## src/rtl/lsu_pkg.sv

```systemverilog
// Shared encodings for the load/store unit: funct3 access sizes, controller states and
// the alignment rule used by the controller and the alignment helper.
package lsu_pkg;

    localparam logic [2:0] SZ_B  = 3'b000;
    localparam logic [2:0] SZ_H  = 3'b001;
    localparam logic [2:0] SZ_W  = 3'b010;
    localparam logic [2:0] SZ_BU = 3'b100;
    localparam logic [2:0] SZ_HU = 3'b101;

    typedef enum logic [1:0] {
        ST_IDLE = 2'd0,
        ST_REQ  = 2'd1,
        ST_WAIT = 2'd2,
        ST_DONE = 2'd3
    } lsu_state_e;

    // Unknown size encodings are treated as word accesses throughout.
    function automatic logic lsu_misaligned(input logic [2:0] size, input logic [1:0] offset);
        logic w_mis;
        case (size)
            SZ_B, SZ_BU: w_mis = 1'b0;
            SZ_H, SZ_HU: w_mis = offset[0];
            default:     w_mis = |offset;
        endcase
        return w_mis;
    endfunction

endpackage

```

## src/rtl/lsu_align.sv

```systemverilog
// Combinational lane steering: size + byte offset to byte enables and replicated store
// data, and lane extraction with sign/zero extension for load data.
module lsu_align
    import lsu_pkg::*;
(
    input  logic [2:0]  i_size,
    input  logic [1:0]  i_offset,
    input  logic [31:0] i_wdata,
    input  logic [31:0] i_rdata,
    output logic [3:0]  o_be,
    output logic [31:0] o_wdata,
    output logic [31:0] o_rdata
);

    logic [31:0] w_shifted;

    always_comb begin
        o_be      = 4'b1111;
        o_wdata   = i_wdata;
        // Misaligned accesses shift past lane 3; the shifted-out bytes read as zero.
        w_shifted = i_rdata >> {i_offset, 3'b000};
        o_rdata   = w_shifted;
        case (i_size)
            SZ_B: begin
                o_be    = 4'b0001 << i_offset;
                o_wdata = {4{i_wdata[7:0]}};
                o_rdata = {{24{w_shifted[7]}}, w_shifted[7:0]};
            end
            SZ_BU: begin
                o_be    = 4'b0001 << i_offset;
                o_wdata = {4{i_wdata[7:0]}};
                o_rdata = {24'd0, w_shifted[7:0]};
            end
            SZ_H: begin
                o_be    = 4'b0011 << i_offset;
                o_wdata = {2{i_wdata[15:0]}};
                o_rdata = {{16{w_shifted[15]}}, w_shifted[15:0]};
            end
            SZ_HU: begin
                o_be    = 4'b0011 << i_offset;
                o_wdata = {2{i_wdata[15:0]}};
                o_rdata = {16'd0, w_shifted[15:0]};
            end
            default: begin
                o_be    = 4'b1111 << i_offset;
                o_wdata = i_wdata;
                o_rdata = w_shifted;
            end
        endcase
    end

endmodule

```

## src/rtl/exu_lsu_ctrl.sv

```systemverilog
// Load/store sequencer: one outstanding valid/ready bus access per execute request, with
// stall, timeout abort and extended load data. `LSU_MISALIGN_TRAP_EN` enables misalign traps.
module exu_lsu_ctrl
    import lsu_pkg::*;
#(
    parameter int unsigned TIMEOUT_CYCLES = 255
) (
    input  logic        clk,
    input  logic        rst,
    input  logic        i_mem_rreq,
    input  logic        i_mem_wreq,
    input  logic [31:0] i_mem_addr,
    input  logic [31:0] i_mem_wdata,
    input  logic [2:0]  i_mem_size,
    output logic        o_stall,
    output logic        o_done,
    output logic [31:0] o_rdata,
    output logic        o_misalign,
    output logic        o_bus_err,
    output logic        o_bus_valid,
    input  logic        i_bus_ready,
    output logic        o_bus_we,
    output logic [31:0] o_bus_addr,
    output logic [31:0] o_bus_wdata,
    output logic [3:0]  o_bus_be,
    input  logic        i_bus_rvalid,
    input  logic [31:0] i_bus_rdata
);

    lsu_state_e  r_state;
    lsu_state_e  w_state_next;

    logic [31:0] r_cnt;
    logic        r_we;
    logic [2:0]  r_size;
    logic [1:0]  r_off;
    logic [31:0] r_bus_addr;
    logic [31:0] r_bus_wdata;
    logic [3:0]  r_bus_be;
    logic [31:0] r_rdata;
    logic        r_misalign;
    logic        r_bus_err;

    logic        w_req;
    logic        w_trap;
    logic        w_timeout;
    logic [31:0] w_cnt_inc;
    logic [2:0]  w_al_size;
    logic [1:0]  w_al_off;
    logic [3:0]  w_al_be;
    logic [31:0] w_al_wdata;
    logic [31:0] w_al_rdata;

    assign w_req     = i_mem_rreq | i_mem_wreq;
    assign w_cnt_inc = r_cnt + 32'd1;
    assign w_timeout = (TIMEOUT_CYCLES != 0) && (w_cnt_inc == TIMEOUT_CYCLES);

`ifdef LSU_MISALIGN_TRAP_EN
    assign w_trap = lsu_misaligned(i_mem_size, i_mem_addr[1:0]);
`else
    assign w_trap = 1'b0;
`endif

    // One aligner serves both directions: request fields in IDLE, the captured access later.
    assign w_al_size = (r_state == ST_IDLE) ? i_mem_size       : r_size;
    assign w_al_off  = (r_state == ST_IDLE) ? i_mem_addr[1:0] : r_off;

    lsu_align u_align (
        .i_size   (w_al_size),
        .i_offset (w_al_off),
        .i_wdata  (i_mem_wdata),
        .i_rdata  (i_bus_rdata),
        .o_be     (w_al_be),
        .o_wdata  (w_al_wdata),
        .o_rdata  (w_al_rdata)
    );

    always_ff @(posedge clk) begin
        if (rst) begin
            r_state <= ST_IDLE;
        end else begin
            r_state <= w_state_next;
        end
    end

    always_comb begin
        w_state_next = r_state;
        o_stall      = 1'b0;
        o_bus_valid  = 1'b0;
        o_done       = 1'b0;
        case (r_state)
            ST_IDLE: begin
                if (w_req) begin
                    o_stall      = 1'b1;
                    w_state_next = w_trap ? ST_DONE : ST_REQ;
                end
            end
            ST_REQ: begin
                o_stall     = 1'b1;
                o_bus_valid = 1'b1;
                if (w_timeout) begin
                    w_state_next = ST_DONE;
                end else if (i_bus_ready) begin
                    w_state_next = ST_WAIT;
                end
            end
            ST_WAIT: begin
                o_stall = 1'b1;
                if (i_bus_rvalid || w_timeout) begin
                    w_state_next = ST_DONE;
                end
            end
            ST_DONE: begin
                o_done       = 1'b1;
                w_state_next = ST_IDLE;
            end
            default: w_state_next = ST_IDLE;
        endcase
    end

    always_ff @(posedge clk) begin
        if (rst) begin
            r_cnt       <= '0;
            r_we        <= 1'b0;
            r_size      <= '0;
            r_off       <= '0;
            r_bus_addr  <= '0;
            r_bus_wdata <= '0;
            r_bus_be    <= '0;
            r_rdata     <= '0;
            r_misalign  <= 1'b0;
            r_bus_err   <= 1'b0;
        end else begin
            case (r_state)
                ST_IDLE: begin
                    if (w_req) begin
                        // A simultaneous load and store request resolves to the store.
                        r_we        <= i_mem_wreq;
                        r_size      <= i_mem_size;
                        r_off       <= i_mem_addr[1:0];
                        r_bus_addr  <= {i_mem_addr[31:2], 2'b00};
                        r_bus_wdata <= w_al_wdata;
                        r_bus_be    <= w_al_be;
                        r_cnt       <= '0;
                        r_rdata     <= '0;
                        r_misalign  <= w_trap;
                        r_bus_err   <= 1'b0;
                    end
                end
                ST_REQ, ST_WAIT: begin
                    r_cnt <= w_cnt_inc;
                    if ((r_state == ST_WAIT) && i_bus_rvalid) begin
                        r_rdata <= r_we ? '0 : w_al_rdata;
                    end else if (w_timeout) begin
                        r_bus_err <= 1'b1;
                    end
                end
                default: ;
            endcase
        end
    end

    assign o_rdata     = r_rdata;
    assign o_misalign  = r_misalign;
    assign o_bus_err   = r_bus_err;
    assign o_bus_we    = r_we;
    assign o_bus_addr  = r_bus_addr;
    assign o_bus_wdata = r_bus_wdata;
    assign o_bus_be    = r_bus_be;

endmodule

```

## config.mk

```make
export PLATFORM = sky130hd
export DESIGN_NAME = exu_lsu_ctrl
export DESIGN_NICKNAME = d
export VERILOG_FILES = /design/src/rtl/lsu_pkg.sv /design/src/rtl/lsu_align.sv /design/src/rtl/exu_lsu_ctrl.sv
export SDC_FILE = /design/constraint.sdc
export NUM_CORES = 1
export LEC_CHECK = 0
export ABC_AREA = 1
export ABC_CLOCK_PERIOD_IN_PS = 2500
export BUFFER_PORTS_ARGS = -buffer_cell sky130_fd_sc_hd__buf_2
export CORE_MARGIN = 8
export CORE_UTILIZATION = 52
export DETAILED_ROUTE_END_ITERATION = 16
export GPL_TIMING_DRIVEN = 0
export PLACE_DENSITY = 0.91
export SETUP_SLACK_MARGIN = 0.2
export SLEW_MARGIN = 15
export SYNTH_ARGS = -nofsm -noshare
export SYNTH_HDL_FRONTEND = slang
export SYNTH_SLANG_ARGS = --single-unit
```

## constraint.sdc

```tcl
create_clock -name clk -period 2.5 [get_ports clk]
set_input_delay 0.5 -clock clk [delete_from_list [all_inputs] [get_ports clk]]
set_output_delay 0.5 -clock clk [all_outputs]
set_load 0.02 [all_outputs]
```

==> results.sh <==
export IMPL_root_buffer="clkbuf_16"
export IMPL_multi_input_area_sq_um=3855
export IMPL_critPathLaunchType="flop"
export IMPL_synth_cell_type_count=39
export IMPL_relSlewSlack=0.5761
export IMPL_r2r_slack_ns=0.20
export IMPL_drive_gt1_frac=0.2410
export IMPL_synth_compound_area_share=0.1875
export IMPL_worstPathMaxFanout=10
export IMPL_period_needed_ns=2.303
export IMPL_die_w_um=132.5
export IMPL_drc=0
export IMPL_worstSetupPathDepth=10
export IMPL_worstPathCellList="inv_2, ha_4, inv_4, o21ai_1, inv_1, buf_4, clkbuf_1, o21ai_0, nand2_1, a21oi_1"
export IMPL_worstPathArrival_ns=2.60
export IMPL_wl_per_cell_um=16.65
export IMPL_endpoint_kind="flop"
export IMPL_hp_class="primary input to flop"
export IMPL_port_buffers=206
export IMPL_power_leakage_nw=4.265
export IMPL_vias=8674
export IMPL_timing_rr_start="r_state[0]$_SDFFE_PP0P_"
export IMPL_seq_area_frac_synth=0.3941
export IMPL_irDropWorstVdd_v=0.001187
export IMPL_finalSetupTns_ns=0
export IMPL_drv_cap=0
export IMPL_startpoint="r_state[0]$_SDFFE_PP0P_"
export IMPL_antenna_left=0
export IMPL_max_freq_mhz=434.3
export IMPL_syn_area_per_cell_sq_um=6.419
export IMPL_gp_congestion=0.9626
export IMPL_endpoint="o_rdata[23]$_SDFFE_PP0P_"
export IMPL_synthAdderAreaFrac=0.01063
export IMPL_nFillCells=1046
export IMPL_synth_warnings=0
export IMPL_cts_tree="done"
export IMPL_final_seq_area_sq_um=2795
export IMPL_synthMostInstantiatedCell="nand2_1"
export IMPL_antenna_found_initial=4
export IMPL_grt_overflow=0
export IMPL_clockBufferDepth=2
export IMPL_post_route_period_util=0.9211
export IMPL_routed_wl_um=25570
export IMPL_grt_start_max_net_pins=17
export IMPL_fin_nets=1455
export IMPL_power_density_nw_per_um2=1314
export IMPL_finalHoldViolCount=0
export IMPL_drt_pass1_iterations=6
export IMPL_drt_iter0_drc=1178
export IMPL_path_class="flop to flop"
export IMPL_slowest_delay_ns=0.48
export IMPL_synth_simple_area_share=0.3199
export IMPL_synthArstFlopShare=0
export IMPL_die_area_sq_um=17560
export IMPL_core_area_sq_um=13240
export IMPL_synth_commonest_cells="nand2_1, nor2_1, dfxtp_1, o21ai_0, a21oi_1"
export IMPL_cts_sinks=139
export IMPL_tightest_slew_ns=0.6358
export IMPL_slowest_stage="clkbuf_1"
export IMPL_setup_viol=0
export IMPL_syn_to_final_growth_pct=32.18
export IMPL_synth_edf_count=0
export IMPL_slew_viol_final=0
export IMPL_rsz0062_at_grt="yes"
export IMPL_synth_xor_area_frac=0.002481
export IMPL_synth_largest_area_cell="dfxtp_1"
export IMPL_r2r_end="o_rdata[23]$_SDFFE_PP0P_"
export IMPL_synth_top_family_by_area="simple AND/OR/NAND/NOR gates"
export IMPL_grt_pass1_vias=8240
export IMPL_grt_pass1_wl_um=39310
export IMPL_synth_area_leaders="dfxtp_1, nand2_1, nor2_1"
export IMPL_synth_mux_area_frac=0
export IMPL_synth_top_area_frac=0.3941
export IMPL_synth_seq_cells=139
export IMPL_clk_latency_ns=0.42
export IMPL_critPathBufInv=5
export IMPL_cp_top_family="buffers and inverters"
export IMPL_crit_required_ns=2.79
export IMPL_num_rows=42
export IMPL_status="completed"
export IMPL_final_util=0.7047
export IMPL_cts_htree_levels=4
export IMPL_numCtsBuffers=17
export IMPL_grt_use_total=0.2711
export IMPL_die_h_um=132.5
export IMPL_viasPerCell=5.647
export IMPL_fin_worst_skew_ns=0.005710
export IMPL_ys_flop_type="dfxtp_1"
export IMPL_top_level_ports=211
export IMPL_synthCells=1100
export IMPL_syn_area_sq_um=7061
export IMPL_clkTransAtPathRegs_ns=0.06
export IMPL_start_util=0.5332
export IMPL_dpl_hpwl_um=18690
export IMPL_r2r_cells=10
==> per-layer routing <==
metal	routed length, um	up-vias	track usage
met5	13	-	0
met2	11860	604	0.4434
met4	1200	2	0.1514
met3	3147	115	0.09463
li1	-	4036	-
met1	9354	3917	0.3025
==> where the power goes <==
part / leakage (nW) / total, mW / internal [mW] / switching, mW
logic: 2.82 / 6.31 / 1.95 / 4.36
clock network: 0.307 / 2.74 / 1.73 / 1.01
registers: 1.14 / 3.22 / 2.85 / 0.362
total: 4.26 / 12.3 / 6.54 / 5.73
==> worst min-delay path, cell delays in order <==
cell,delay (ns)
buf_2,0.07
o21ai_0,0.07
nor2_1,0.07
==> layout make-up <==
class / count / area share
repair buffers: 223 / 0.1244
multi-input cells: 809 / 0.4131
inverters: 92 / 0.03740
diodes: 3 / 0.0008044
clock inverters: 13 / 0.02011
clock buffers: 19 / 0.04853
flip-flops and latches: 139 / 0.2995
plain buffers: 62 / 0.03258
well taps: 176 / 0.02360
==> timing repair <==
| action | in CTS | in global routing |
|---|---|---|
| setup endpoints to repair | 95 | 74 |
| pin swaps | 5 | 11 |
| buffers inserted | 4 | 13 |
| hold endpoints to repair | 0 | 0 |
| hold buffers | 0 | 0 |
| resized for setup | 41 | 45 |
==> kinds of logic after synthesis <==
kind of cell	after synthesis
adders and majority gates	6
xor gates and xnor gates	2
AOI/OAI and AO/OA	244
and+or+nand+nor	554
DFF	139
other	1
buffers and inverters	154
==> flip-flops by register name (all words and copies together) (netlist names) <==
name and cells:
o_bus_err 1, o_rdata 32, r_size 3, o_bus_we 1, r_state 2, o_bus_addr 30, r_off 2, o_bus_wdata 32
r_cnt 32, o_bus_be 4
==> worst min-delay path by stage <==
stage	from	depth (start not counted)	end
after global placement	o_bus_err$_SDFFE_PP0P_	2	o_bus_err$_SDFFE_PP0P_
final	i_mem_addr[28]	3	o_bus_addr[28]$_SDFFE_PP0P_
after global routing	i_mem_addr[4]	3	o_bus_addr[4]$_SDFFE_PP0P_
after detailed placement	r_off[0]$_SDFFE_PP0P_	2	r_off[0]$_SDFFE_PP0P_
after CTS	i_mem_addr[28]	3	o_bus_addr[28]$_SDFFE_PP0P_
after floorplan	r_off[0]$_SDFFE_PP0P_	2	r_off[0]$_SDFFE_PP0P_
==> cells in the final DEF (no fill, tap or decap), types with 21 or more instances in the layout <==
cell type	instances
nor2_1	146
o21ai_0	107
clkbuf_1	39
buf_2	209
nand2_1	304
nand3_1	53
buf_4	21
a21oi_1	87
inv_1	84
dfxtp_1	133
==> per-stage QoR <==
step	cells	area, sq um	hold WS, ns	setup slack [ns]	total power, mW
finish	1536	9333	0.3244	0.1972	12.27
global route	1536	9333	0.3281	0.08717	12.91
CTS	1520	9106	0.3146	0.1305	11.86
detailed placement	1484	8319	0.4472	-0.4019	8.813
global placement	1484	8319	0.4382	-0.3625	8.680
floorplan	1102	7068	0.4292	0.3355	6.937
(Power assumes the default switching activity.)
